<file path="src/rtl/mura_step_sequencer_pkg.sv">
// Shared definitions for the step sequencer: one-hot state codes and the
// width helper for the response ones counter.
package mura_step_sequencer_pkg;

    localparam logic [5:0] ST_IDLE   = 6'b000001;
    localparam logic [5:0] ST_CLEAR  = 6'b000010;
    localparam logic [5:0] ST_WAIT   = 6'b000100;
    localparam logic [5:0] ST_STEP   = 6'b001000;
    localparam logic [5:0] ST_SAMPLE = 6'b010000;
    localparam logic [5:0] ST_DONE   = 6'b100000;

    function automatic int ones_cnt_w(input int len);
        return $clog2(len + 1);
    endfunction

endpackage

</file>
<file path="src/rtl/step_gap_timer.sv">
// Inter-step gap timer: after a load, expire pulses once div cycles later;
// with div=0 it expires combinationally in the load cycle itself.
module step_gap_timer #(
    parameter int DIV_W = 4
) (
    input  logic             clk,
    input  logic             rst_n,
    input  logic             load,
    input  logic [DIV_W-1:0] div,
    output logic             expire
);

    logic [DIV_W-1:0] cnt_q, cnt_d;
    logic             run_q, run_d;
    logic [DIV_W-1:0] div_last;
    logic             at_end;

    assign div_last = div - DIV_W'(1);
    assign at_end   = (cnt_q == div_last);

    always_comb begin
        cnt_d = cnt_q;
        run_d = run_q;
        if (load) begin
            cnt_d = '0;
            run_d = (div != '0);
        end else if (run_q) begin
            if (at_end) begin
                run_d = 1'b0;
            end else begin
                cnt_d = cnt_q + DIV_W'(1);
            end
        end
    end

    always_ff @(posedge clk or negedge rst_n) begin
        if (!rst_n) begin
            cnt_q <= '0;
            run_q <= 1'b0;
        end else begin
            cnt_q <= cnt_d;
            run_q <= run_d;
        end
    end

    assign expire = load ? (div == '0) : (run_q && at_end);

endmodule

</file>
<file path="src/rtl/mura_step_sequencer.sv">
// Drives one Moore automaton through a latched LEN-bit pattern, one enable
// pulse per step, and records the automaton output after every step.
module mura_step_sequencer
    import mura_step_sequencer_pkg::*;
#(
    parameter int LEN   = 8,
    parameter int DIV_W = 4
) (
    input  logic                         clk,
    input  logic                         rst_n,
    input  logic                         start,
    input  logic                         abort,
    input  logic [LEN-1:0]               pattern,
    input  logic [DIV_W-1:0]             div,
    input  logic                         fsm_y,
    output logic                         fsm_en,
    output logic                         fsm_a,
    output logic                         fsm_rst_n,
    output logic                         busy,
    output logic                         done,
    output logic [LEN-1:0]               resp,
    output logic [ones_cnt_w(LEN)-1:0]   ones_cnt
);

    localparam int                CNT_W    = ones_cnt_w(LEN);
    localparam int                IDX_W    = $clog2(LEN);
    localparam logic [IDX_W-1:0]  IDX_LAST = IDX_W'(LEN - 1);

    logic [5:0]       state_q, state_d;
    logic             clr_n_q, clr_n_d;
    logic [LEN-1:0]   pat_q;
    logic [DIV_W-1:0] div_q;
    logic [IDX_W-1:0] idx_q;
    logic [LEN-1:0]   resp_q;
    logic [CNT_W-1:0] ones_q;
    logic             last_step;
    logic             gap_load;
    logic             gap_expire;

    assign last_step = (idx_q == IDX_LAST);
    // Reload the gap ahead of every step so a zero gap goes straight to STEP.
    assign gap_load  = (state_q == ST_CLEAR) || ((state_q == ST_SAMPLE) && !last_step);

    step_gap_timer #(.DIV_W(DIV_W)) u_gap (
        .clk    (clk),
        .rst_n  (rst_n),
        .load   (gap_load),
        .div    (div_q),
        .expire (gap_expire)
    );

    always_comb begin
        state_d = state_q;
        fsm_en  = 1'b0;
        fsm_a   = 1'b0;
        busy    = 1'b0;
        done    = 1'b0;
        case (state_q)
            ST_IDLE: begin
                if (start) state_d = ST_CLEAR;
            end
            ST_CLEAR: begin
                busy    = 1'b1;
                state_d = gap_expire ? ST_STEP : ST_WAIT;
            end
            ST_WAIT: begin
                busy = 1'b1;
                if (gap_expire) state_d = ST_STEP;
            end
            ST_STEP: begin
                busy    = 1'b1;
                fsm_en  = 1'b1;
                fsm_a   = pat_q[idx_q];
                state_d = ST_SAMPLE;
            end
            ST_SAMPLE: begin
                busy    = 1'b1;
                state_d = last_step ? ST_DONE : (gap_expire ? ST_STEP : ST_WAIT);
            end
            ST_DONE: begin
                done    = 1'b1;
                state_d = ST_IDLE;
            end
            default: state_d = ST_IDLE;
        endcase
        if (abort && (state_q != ST_IDLE)) state_d = ST_IDLE;
        clr_n_d = (state_d != ST_CLEAR);
    end

    always_ff @(posedge clk or negedge rst_n) begin
        if (!rst_n) begin
            state_q <= ST_IDLE;
            clr_n_q <= 1'b1;
            pat_q   <= '0;
            div_q   <= '0;
            idx_q   <= '0;
            resp_q  <= '0;
            ones_q  <= '0;
        end else begin
            state_q <= state_d;
            clr_n_q <= clr_n_d;
            if ((state_q == ST_IDLE) && start) begin
                pat_q <= pattern;
                div_q <= div;
            end
            if (state_q == ST_CLEAR) begin
                idx_q  <= '0;
                resp_q <= '0;
                ones_q <= '0;
            end
            // The sample of the current step lands even if abort arrives with it.
            if (state_q == ST_SAMPLE) begin
                resp_q[idx_q] <= fsm_y;
                ones_q        <= ones_q + CNT_W'(fsm_y);
                if (!last_step) idx_q <= idx_q + IDX_W'(1);
            end
        end
    end

    assign fsm_rst_n = rst_n & clr_n_q;
    assign resp      = resp_q;
    assign ones_cnt  = ones_q;

endmodule

</file>
<file path="config.mk">
export PLATFORM = sky130hd
export DESIGN_NAME = mura_step_sequencer
export DESIGN_NICKNAME = d
export VERILOG_FILES = /design/src/rtl/mura_step_sequencer_pkg.sv /design/src/rtl/step_gap_timer.sv /design/src/rtl/mura_step_sequencer.sv
export SDC_FILE = /design/constraint.sdc
export NUM_CORES = 1
export LEC_CHECK = 0
export CORE_MARGIN = 1.5
export CORE_UTILIZATION = 31
export CTS_CLUSTER_DIAMETER = 120
export DETAILED_ROUTE_END_ITERATION = 10
export PLACE_DENSITY = 0.51
export SYNTH_ARGS = -nofsm -noshare
export SYNTH_HDL_FRONTEND = slang
export SYNTH_SLANG_ARGS = --single-unit
</file>
<file path="constraint.sdc">
create_clock -name clk -period 1.7 [get_ports clk]
set_input_delay 0.255 -clock clk [delete_from_list [all_inputs] [get_ports clk]]
set_output_delay 0.255 -clock clk [all_outputs]
set_load 0.005 [all_outputs]
</file>
==> metrics.yaml, run 1 <==
place_area_um2: 2710
slew_headroom_pct: 66.32
drtAntennaViolNets: 0
tightest_slew_ps: 505.3
grt_overflow: 0
final.fill_count: 613
ys_seq_elements: 39
grt_setup_unrepaired: "yes"
fin_hold_ws_ps: 83.64
drv_cap: 0
worstPathArrival_ps: 1810
drc: 0
pin_count: 34
max_stage_delay_ps: 550
status: "finished, violations left"
syn_area_um2: 2064
report.final.setup_viol: 17
areaGrowthSynthToFinish_pct: 54.79
tritoncts: "done"
vias_per_cell: 4.912
start_kind: "flip-flop"
p_int_mw: 2.858
die_h_um: 84.61
drive_gt1_share_pct: 40.15
synth_cells: 185
drtPass1Iterations: 4
synthDistinctLibCells: 47
critPathBufInv: 2
async_flop_share_pct: 100.0
p_leak_nw: 1.444
ys_seq_area_share_pct: 47.39
finalCriticalPeriod_ps: 2065
violations: "negative setup slack"
drt_wl_total_mm: 4.856
synth.avg_cell_area_um2: 11.16
critPathRequiredTime_ps: 1440
utilization_pct: 50.04
antenna_found_initial: 0
nets: 287
cp_slowest_cell: "or4_4"
first_iter_violations: 54
cts-root-buf: "clkbuf_8"
pwr-share-comb_pct: 49.9
post-dp-hpwl_mm: 3.246
power.density_nw_per_um2: 1343
synth_ff_type: "dfrtp_1"
p_sw_share_pct: 33.41
instances_no_fill: 341
h-tree-depth: 2
grt_pass1_wl_mm: 7.659
wl_per_cell_um: 14.24
cp-end-kind: "primary output"
finish.instance_area_um2: 3196
num_antenna_cells: 0
tns_ps: -1307
finalPower_mw: 4.293
hold_path.class: "in2async"
yosys_warnings: 0
clk-insertion-delay-late_ps: 290
clk_pin_slew_ps: 70
seqPwrFrac_pct: 33.7
worst_ir_drop_vdd_v: 0.0006217
crit_family: "simple AND/OR/NAND/NOR gates"
hold_viol: 0
slew_violations: 0
hold_buffers: 0
layout_setup_ws_ps: -365.4
path_max_fanout: 2
initial_core_util_pct: 32.33
vias: 1675
core_area_um2: 6386
cts.sinks: 39
synth_edf_count: 0
clk_path_buf_depth: 2
globalplace.congestion: 0.7835
placement.io_buffers: 33
dieWidth_um: 84.61
clock_power_share_pct: 16.4
synth_nets: 209
crit_path_cell_trace: "or4_4 -> nor3b_4 -> buf_4 -> a21boi_2 -> buf_2"
fin_skew_ps: 4.694
grt_pass1_vias: 1593
die_area_um2: 7158
grt_max_degree: 40
max_clock_freq_mhz: 484.2
groute.usage.overall_pct: 13.72
fin_crit_sh_pct: 121.5
cts_buffers: 5
dp_slack_ps: -437.2
worstSetupPathType: "reg2out"
dpl.cell_count: 319
p_switching_mw: 1.434
num_rows: 29
## registers in the layout, indices dropped and copies added, names as in the netlist
name and count:
div_q 4, resp 8, idx_q 3, state_q 6, pat_q 8, u_gap.run_q 1
u_gap.cnt_q 4, clr_n_q 1, ones_cnt 4
## placed cells by master (no fill, tap or decap), types with 3 or more instances in the layout
cell / count
nand2b_1: 3
buf_4: 28
clkdlybuf4s50_1: 27
nor3b_2: 3
nor2_1: 3
inv_1: 4
dfrtp_1: 34
a21oi_1: 6
nor4_4: 3
nand2_1: 19
buf_6: 18
xnor2_1: 4
clkbuf_8: 7
mux2_2: 12
dfrtp_2: 3
o21ai_0: 3
buf_2: 4
nand3_1: 5
nand4_1: 3
a22o_1: 3
ha_1: 7
mux2i_1: 15
## synthesized netlist by cell type, drive strengths merged, types with 2 or more instances
cell	n	area share, %
clkbuf	5	0.91
nor4b	2	0.85
nand2	22	4.0
nor3	4	1.2
a21oi	7	1.7
nand3	5	1.2
nand4	3	0.91
nand3b	2	0.73
a21boi	3	1.1
nor2b	3	0.91
o41ai	2	0.85
a22o	3	1.3
dfrtp	37	45
and2	2	0.61
inv	5	0.91
mux2	13	7.1
dfstp	2	2.5
o21ai	4	0.97
xor2	2	0.85
buf	4	1.1
xnor2	4	1.7
ha	7	4.2
nor3b	4	1.5
nor4	3	1.9
nor2	3	0.55
mux2i	15	7.3
nand2b	3	0.91
## worst paths after layout
path,from,endpoint,slack [ps],depth (start not counted)
worst min register to register,pat_q[6],pat_q[6],510,1
max in group asynchronous,rst_n,clr_n_q,1240,2
min in group clk,pat_q[6],pat_q[6],510,1
worst max-delay path,state_q[4],fsm_a,-370,5
worst min-delay path,rst_n,ones_cnt[3],80,2
worst max register to register,state_q[4],state_q[2],-270,7
## power groups by stage
| stage | clock network, mW | logic [mW] | registers [mW] |
|---|---|---|---|
| floorplan | 0 | 0.992 | 1.45 |
| global placement | 0 | 1.72 | 1.47 |
| detailed placement | 0 | 1.74 | 1.47 |
| CTS | 0.727 | 2.01 | 1.45 |
| global route | 0.760 | 2.32 | 1.48 |
| finish | 0.703 | 2.14 | 1.45 |
## worst register-to-register path: stages, from the launching register on
cell and delay [ps]:
dfrtp_1 380, or4_4 550, buf_4 160, buf_6 110
buf_6 100, or3b_1 360, a31oi_1 140, o21a_1 120
## final cells by class
class	count	area [µm²]	area share, %
multi-input cells	132	1237	38.72
repair buffers	80	757.0	23.69
clock buffers	7	96.34	3.015
flip-flops and latches	39	982.2	30.74
inverters	5	18.77	0.5873
well taps	77	96.34	3.015
clock inverters	1	7.507	0.2349
## kinds of logic after synthesis
group           after synthesis  synth area share (%)
flops                        39                 47.39
simple gates                 63                 18.36
compound gates               27                 9.031
xor+xnor                      7                 3.697
buf+inv                      14                 2.909
mux                          28                 14.36
fa+ha+maj                     7                 4.242
## metal layers
metal,vias to the layer above,track usage (%),share of wire [%]
li1,821,-,-
met1,821,17.31,44
met2,28,23.16,52
met3,5,3.048,3.3
met4,0,4.839,1.3
met5,-,0,0
## repair_timing
item                       CTS  global route
setup endpoints to repair   28            41
cloned                       1             0
buffers inserted             6             7
pin swaps                    9            11
gates resized for setup     50            28
Power figures use the tool's default switching activity.
==> run 2, diff against run 1 <==
--- a/config.mk
+++ b/config.mk
@@ -9,7 +9,8 @@
 export CORE_UTILIZATION = 31
 export CTS_CLUSTER_DIAMETER = 120
 export DETAILED_ROUTE_END_ITERATION = 10
-export PLACE_DENSITY = 0.51
+export DONT_BUFFER_PORTS = 1
+export PLACE_DENSITY = 0.44
 export SYNTH_ARGS = -nofsm -noshare
 export SYNTH_HDL_FRONTEND = slang
 export SYNTH_SLANG_ARGS = --single-unit
==> metrics.yaml, run 2 (synthesis gave the netlist of run 1 again) <==
grt_pass1_wl_mm: 7.900
final_cell_mix: "dfrtp_1 (34), buf_4 (25), nand2_1 (20)"
cts.sinks: 39
timing.critical_path.to: "fsm_a"
groute.usage.overall_pct: 14.03
rrSetupSlack_ps: -60
r2r-start: "state_q[5]"
fin_hold_ws_ps: 43.96
fin_skew_ps: 4.720
grt_setup_unrepaired: "yes"
grt_pass1_vias: 1552
wl_per_cell_um: 16.20
placement.io_buffers: 0
utilization_pct: 41.58
first_iter_violations: 52
areaGrowthSynthToFinish_pct: 28.61
critPathBufInv: 0
drtPass1Iterations: 5
tns_ps: -790.1
finalPower_mw: 3.802
fin_crit_sh_pct: 112.9
max_clock_freq_mhz: 521.2
layout_setup_ws_ps: -218.6
num_antenna_cells: 0
drt_wl_total_mm: 4.794
cts-root-buf: "clkbuf_8"
clk_pin_slew_ps: 70
clk_path_buf_depth: 2
dp_slack_ps: -57.43
final.fill_count: 611
hold_viol: 0
post-dp-hpwl_mm: 3.289
power.density_nw_per_um2: 1432
drive_gt1_share_pct: 36.07
critPathLaunch: "state_q[5]"
vias: 1525
grt_overflow: 0
worstPathArrival_ps: 1660
drv_cap: 0
cp_slowest_cell: "or4_4"
crit_path_cell_trace: "or4_4 -> nor3b_4 -> a21boi_4"
die_area_um2: 7158
clk-insertion-delay-late_ps: 290
crit_cells: 3
report.final.setup_viol: 12
status: "finished, violations left"
worstSetupPathType: "reg2out"
crit_family: "simple AND/OR/NAND/NOR gates"
critPathRequiredTime_ps: 1440
antenna_found_initial: 0
num_rows: 29
hold_path.class: "in2reg"
die_h_um: 84.61
r2r-end: "u_gap.cnt_q[0]"
slew_violations: 0
worst_ir_drop_vdd_v: 0.0006566
slew_headroom_pct: 74.09
p_leak_nw: 1.192
initial_core_util_pct: 32.33
cp-end-kind: "primary output"
vias_per_cell: 5.152
worstRegToRegCells: 8
path_max_fanout: 3
instances_no_fill: 296
finish.instance_area_um2: 2655
tightest_slew_ps: 385.8
max_stage_delay_ps: 570
finalCriticalPeriod_ps: 1919
dpl.cell_count: 277
tritoncts: "done"
drtAntennaViolNets: 0
core_area_um2: 6386
dieWidth_um: 84.61
h-tree-depth: 2
drc: 0
nets: 242
globalplace.congestion: 0.8171
layout_commonest_cell: "dfrtp_1"
start_kind: "flip-flop"
violations: "negative setup slack"
cts_buffers: 5
pin_count: 34
grt_max_degree: 40
place_area_um2: 2305
run 2: cell count changes in the layout (fill, tap and decap cells not counted), sizes merged:
cell	previous run	this run
clkinvlp	1	0
dlygate4sd2	1	0
buf	51	33
dlygate4sd3	0	1
clkdlybuf4s50	27	0
clkinv	0	1
run 2: worst min path at each step:
stage | start | end | slack [ps] | cells past startpoint
2_1_floorplan | rst_n | div_q[0] | -40 | 0
3_3_place_gp | rst_n | ones_cnt[3] | -40 | 0
3_5_place_dp | rst_n | ones_cnt[3] | -40 | 0
4_1_cts | start | state_q[0] | 30 | 1
5_1_grt | start | state_q[0] | 30 | 1
6_report | start | state_q[0] | 40 | 1
run 2: power breakdown:
group	switching, mW	leakage (nW)	internal (mW)	total, mW
Sequential	0.257	0.496	1.25	1.50
Clock	0.312	0.0422	0.288	0.600
Combinational	0.762	0.653	0.937	1.70
run 2: worst reg2reg max path, cell delays in order (launching register included):
cell	delay [ps]
dfrtp_1	400
buf_4	170
nor4_4	350
buf_4	200
buf_4	110
a32oi_2	80
buf_6	190
nand2b_1	70
mux2i_1	70
run 2: layout make-up:
cell class / count / area [µm²] / area share, %
Clock buffer: 7 / 76.32 / 2.875
Clock inverter: 1 / 5.005 / 0.1885
Inverter: 5 / 18.77 / 0.7069
Multi-Input combinational cell: 132 / 1151 / 43.36
Sequential cell: 39 / 982.2 / 36.99
Tap cell: 77 / 96.34 / 3.629
Timing Repair Buffer: 35 / 325.3 / 12.25
run 2: timing repair:
action / CTS / global route
endpoints found under the setup margin: 11 / 37
pin swaps: 4 / 10
hold buffers: 2 / 0
resized for setup: 18 / 17
buffers inserted: 3 / 7
gates cloned: 1 / 0
hold endpoints to repair: 39 / 0
run 2: per-layer routing:
layer  vias up  part of all wire, %  GRT usage, %
met1       746                   46         18.79
met5         -                    0             0
met3         5                  5.6         4.326
li1        739                    -             -
met4         0                  1.1         3.666
met2        35                   47         22.15
==> run 3, diff against run 2 <==
--- a/config.mk
+++ b/config.mk
@@ -11,6 +11,7 @@
 export DETAILED_ROUTE_END_ITERATION = 10
 export DONT_BUFFER_PORTS = 1
 export PLACE_DENSITY = 0.44
+export SETUP_SLACK_MARGIN = 0.4
 export SYNTH_ARGS = -nofsm -noshare
 export SYNTH_HDL_FRONTEND = slang
 export SYNTH_SLANG_ARGS = --single-unit
==> metrics.yaml, run 3 (synthesis gave the netlist of run 1 again) <==
drv_cap: 0
drtPass1Iterations: 2
num_antenna_cells: 0
num_rows: 29
status: "finished, violations left"
clk_pin_slew_ps: 70
grt_overflow: 0
die_area_um2: 7158
place_area_um2: 2328
grt_setup_unrepaired: "yes"
dieWidth_um: 84.61
die_h_um: 84.61
vias_per_cell: 5.108
fin_skew_ps: 10.16
max_clock_freq_mhz: 506.4
worstPathArrival_ps: 1720
post-dp-hpwl_mm: 3.271
hold_path_startpoint: "abort"
groute.usage.overall_pct: 14.49
finalCriticalPeriod_ps: 1975
worst_ir_drop_vdd_v: 0.0007573
hold_viol: 0
fin_crit_sh_pct: 116.2
pin_count: 34
critPathLaunch: "state_q[0]"
drtAntennaViolNets: 0
clk-insertion-delay-late_ps: 290
grt_pass1_vias: 1678
final_cell_mix: "dfrtp_1 (34), buf_4 (30), nand2_1 (17)"
grt_pass1_wl_mm: 8.176
grt_max_degree: 40
core_area_um2: 6386
finish.instance_area_um2: 2937
h-tree-depth: 2
start_kind: "flip-flop"
placement.io_buffers: 0
tritoncts: "done"
r2r-start: "state_q[4]"
power.density_nw_per_um2: 1455
cts-root-buf: "clkbuf_8"
antenna_found_initial: 0
drt_wl_total_mm: 4.842
cp-end-kind: "primary output"
tns_ps: -1153
cts.sinks: 39
layout_setup_ws_ps: -274.6
dp_slack_ps: -78.41
tightest_slew_ps: 451.0
first_iter_violations: 87
path_max_fanout: 4
globalplace.congestion: 0.8132
report.final.setup_viol: 20
worstSetupPathType: "reg2out"
nets: 252
layout_commonest_cell: "dfrtp_1"
hold_path.class: "in2reg"
areaGrowthSynthToFinish_pct: 42.24
drive_gt1_share_pct: 49.34
instances_no_fill: 306
vias: 1563
cts_buffers: 5
finalPower_mw: 4.272
drc: 0
violations: "negative setup slack"
wl_per_cell_um: 15.82
slew_headroom_pct: 69.80
clk_path_buf_depth: 2
slew_violations: 0
p_leak_nw: 1.279
critPathRequiredTime_ps: 1440
initial_core_util_pct: 32.33
dpl.cell_count: 277
## run 3: what timing repair did
action,CTS,global route
resized for setup,41,28
endpoints found under the hold margin,39,0
hold buffers,2,0
setup endpoints to repair,43,43
buffers inserted,10,9
pin swaps,13,14
## run 3: worst paths after layout
path | end | slack [ps] | depth (start not counted)
max in group asynchronous | clr_n_q | 980 | 2
min in group asynchronous | ones_cnt[1] | 440 | 2
setup reg to reg | state_q[5] | -100 | 8
hold reg to reg | pat_q[5] | 510 | 1
hold / removal | state_q[4] | 40 | 1
setup / recovery | fsm_a | -270 | 3
## run 3: per-stage QoR
| stage | hold WS (ps) | util (%) |
|---|---|---|
| 4_1_cts | 31.62 | 42.71 |
| 5_1_grt | 26.15 | 45.98 |
| 3_5_place_dp | -39.82 | 36.46 |
| 3_3_place_gp | -39.63 | 36.46 |
| 2_1_floorplan | -40.59 | - |
| 6_report | 44.64 | 45.98 |
## run 3: report_power, final
part	switching [mW]	internal, mW	total (mW)
registers	0.232	1.24	1.48
clock network	0.310	0.327	0.638
logic	0.987	1.17	2.16
total	1.53	2.74	4.27
## run 3: critical path, cell delays in order, from the launching register on
cell	delay, ps
dfstp_2	390
or4_4	560
nor3b_4	260
a21boi_4	220
## run 3: per-layer routing
metal / part of all wire, % / global-route usage [%]
met5: 0 / 0
met4: 1.3 / 4.692
met3: 4.0 / 3.933
met2: 51 / 24.17
met1: 43 / 18.24
## run 3: layout make-up
type | instances | area, µm²
Clock buffer | 7 | 86.33
Clock inverter | 1 | 5.005
Timing Repair Buffer | 45 | 410.4
Inverter | 5 | 18.77
Fill cell | 594 | 3450
Tap cell | 77 | 96.34
Sequential cell | 39 | 982.2
Multi-Input combinational cell | 132 | 1338
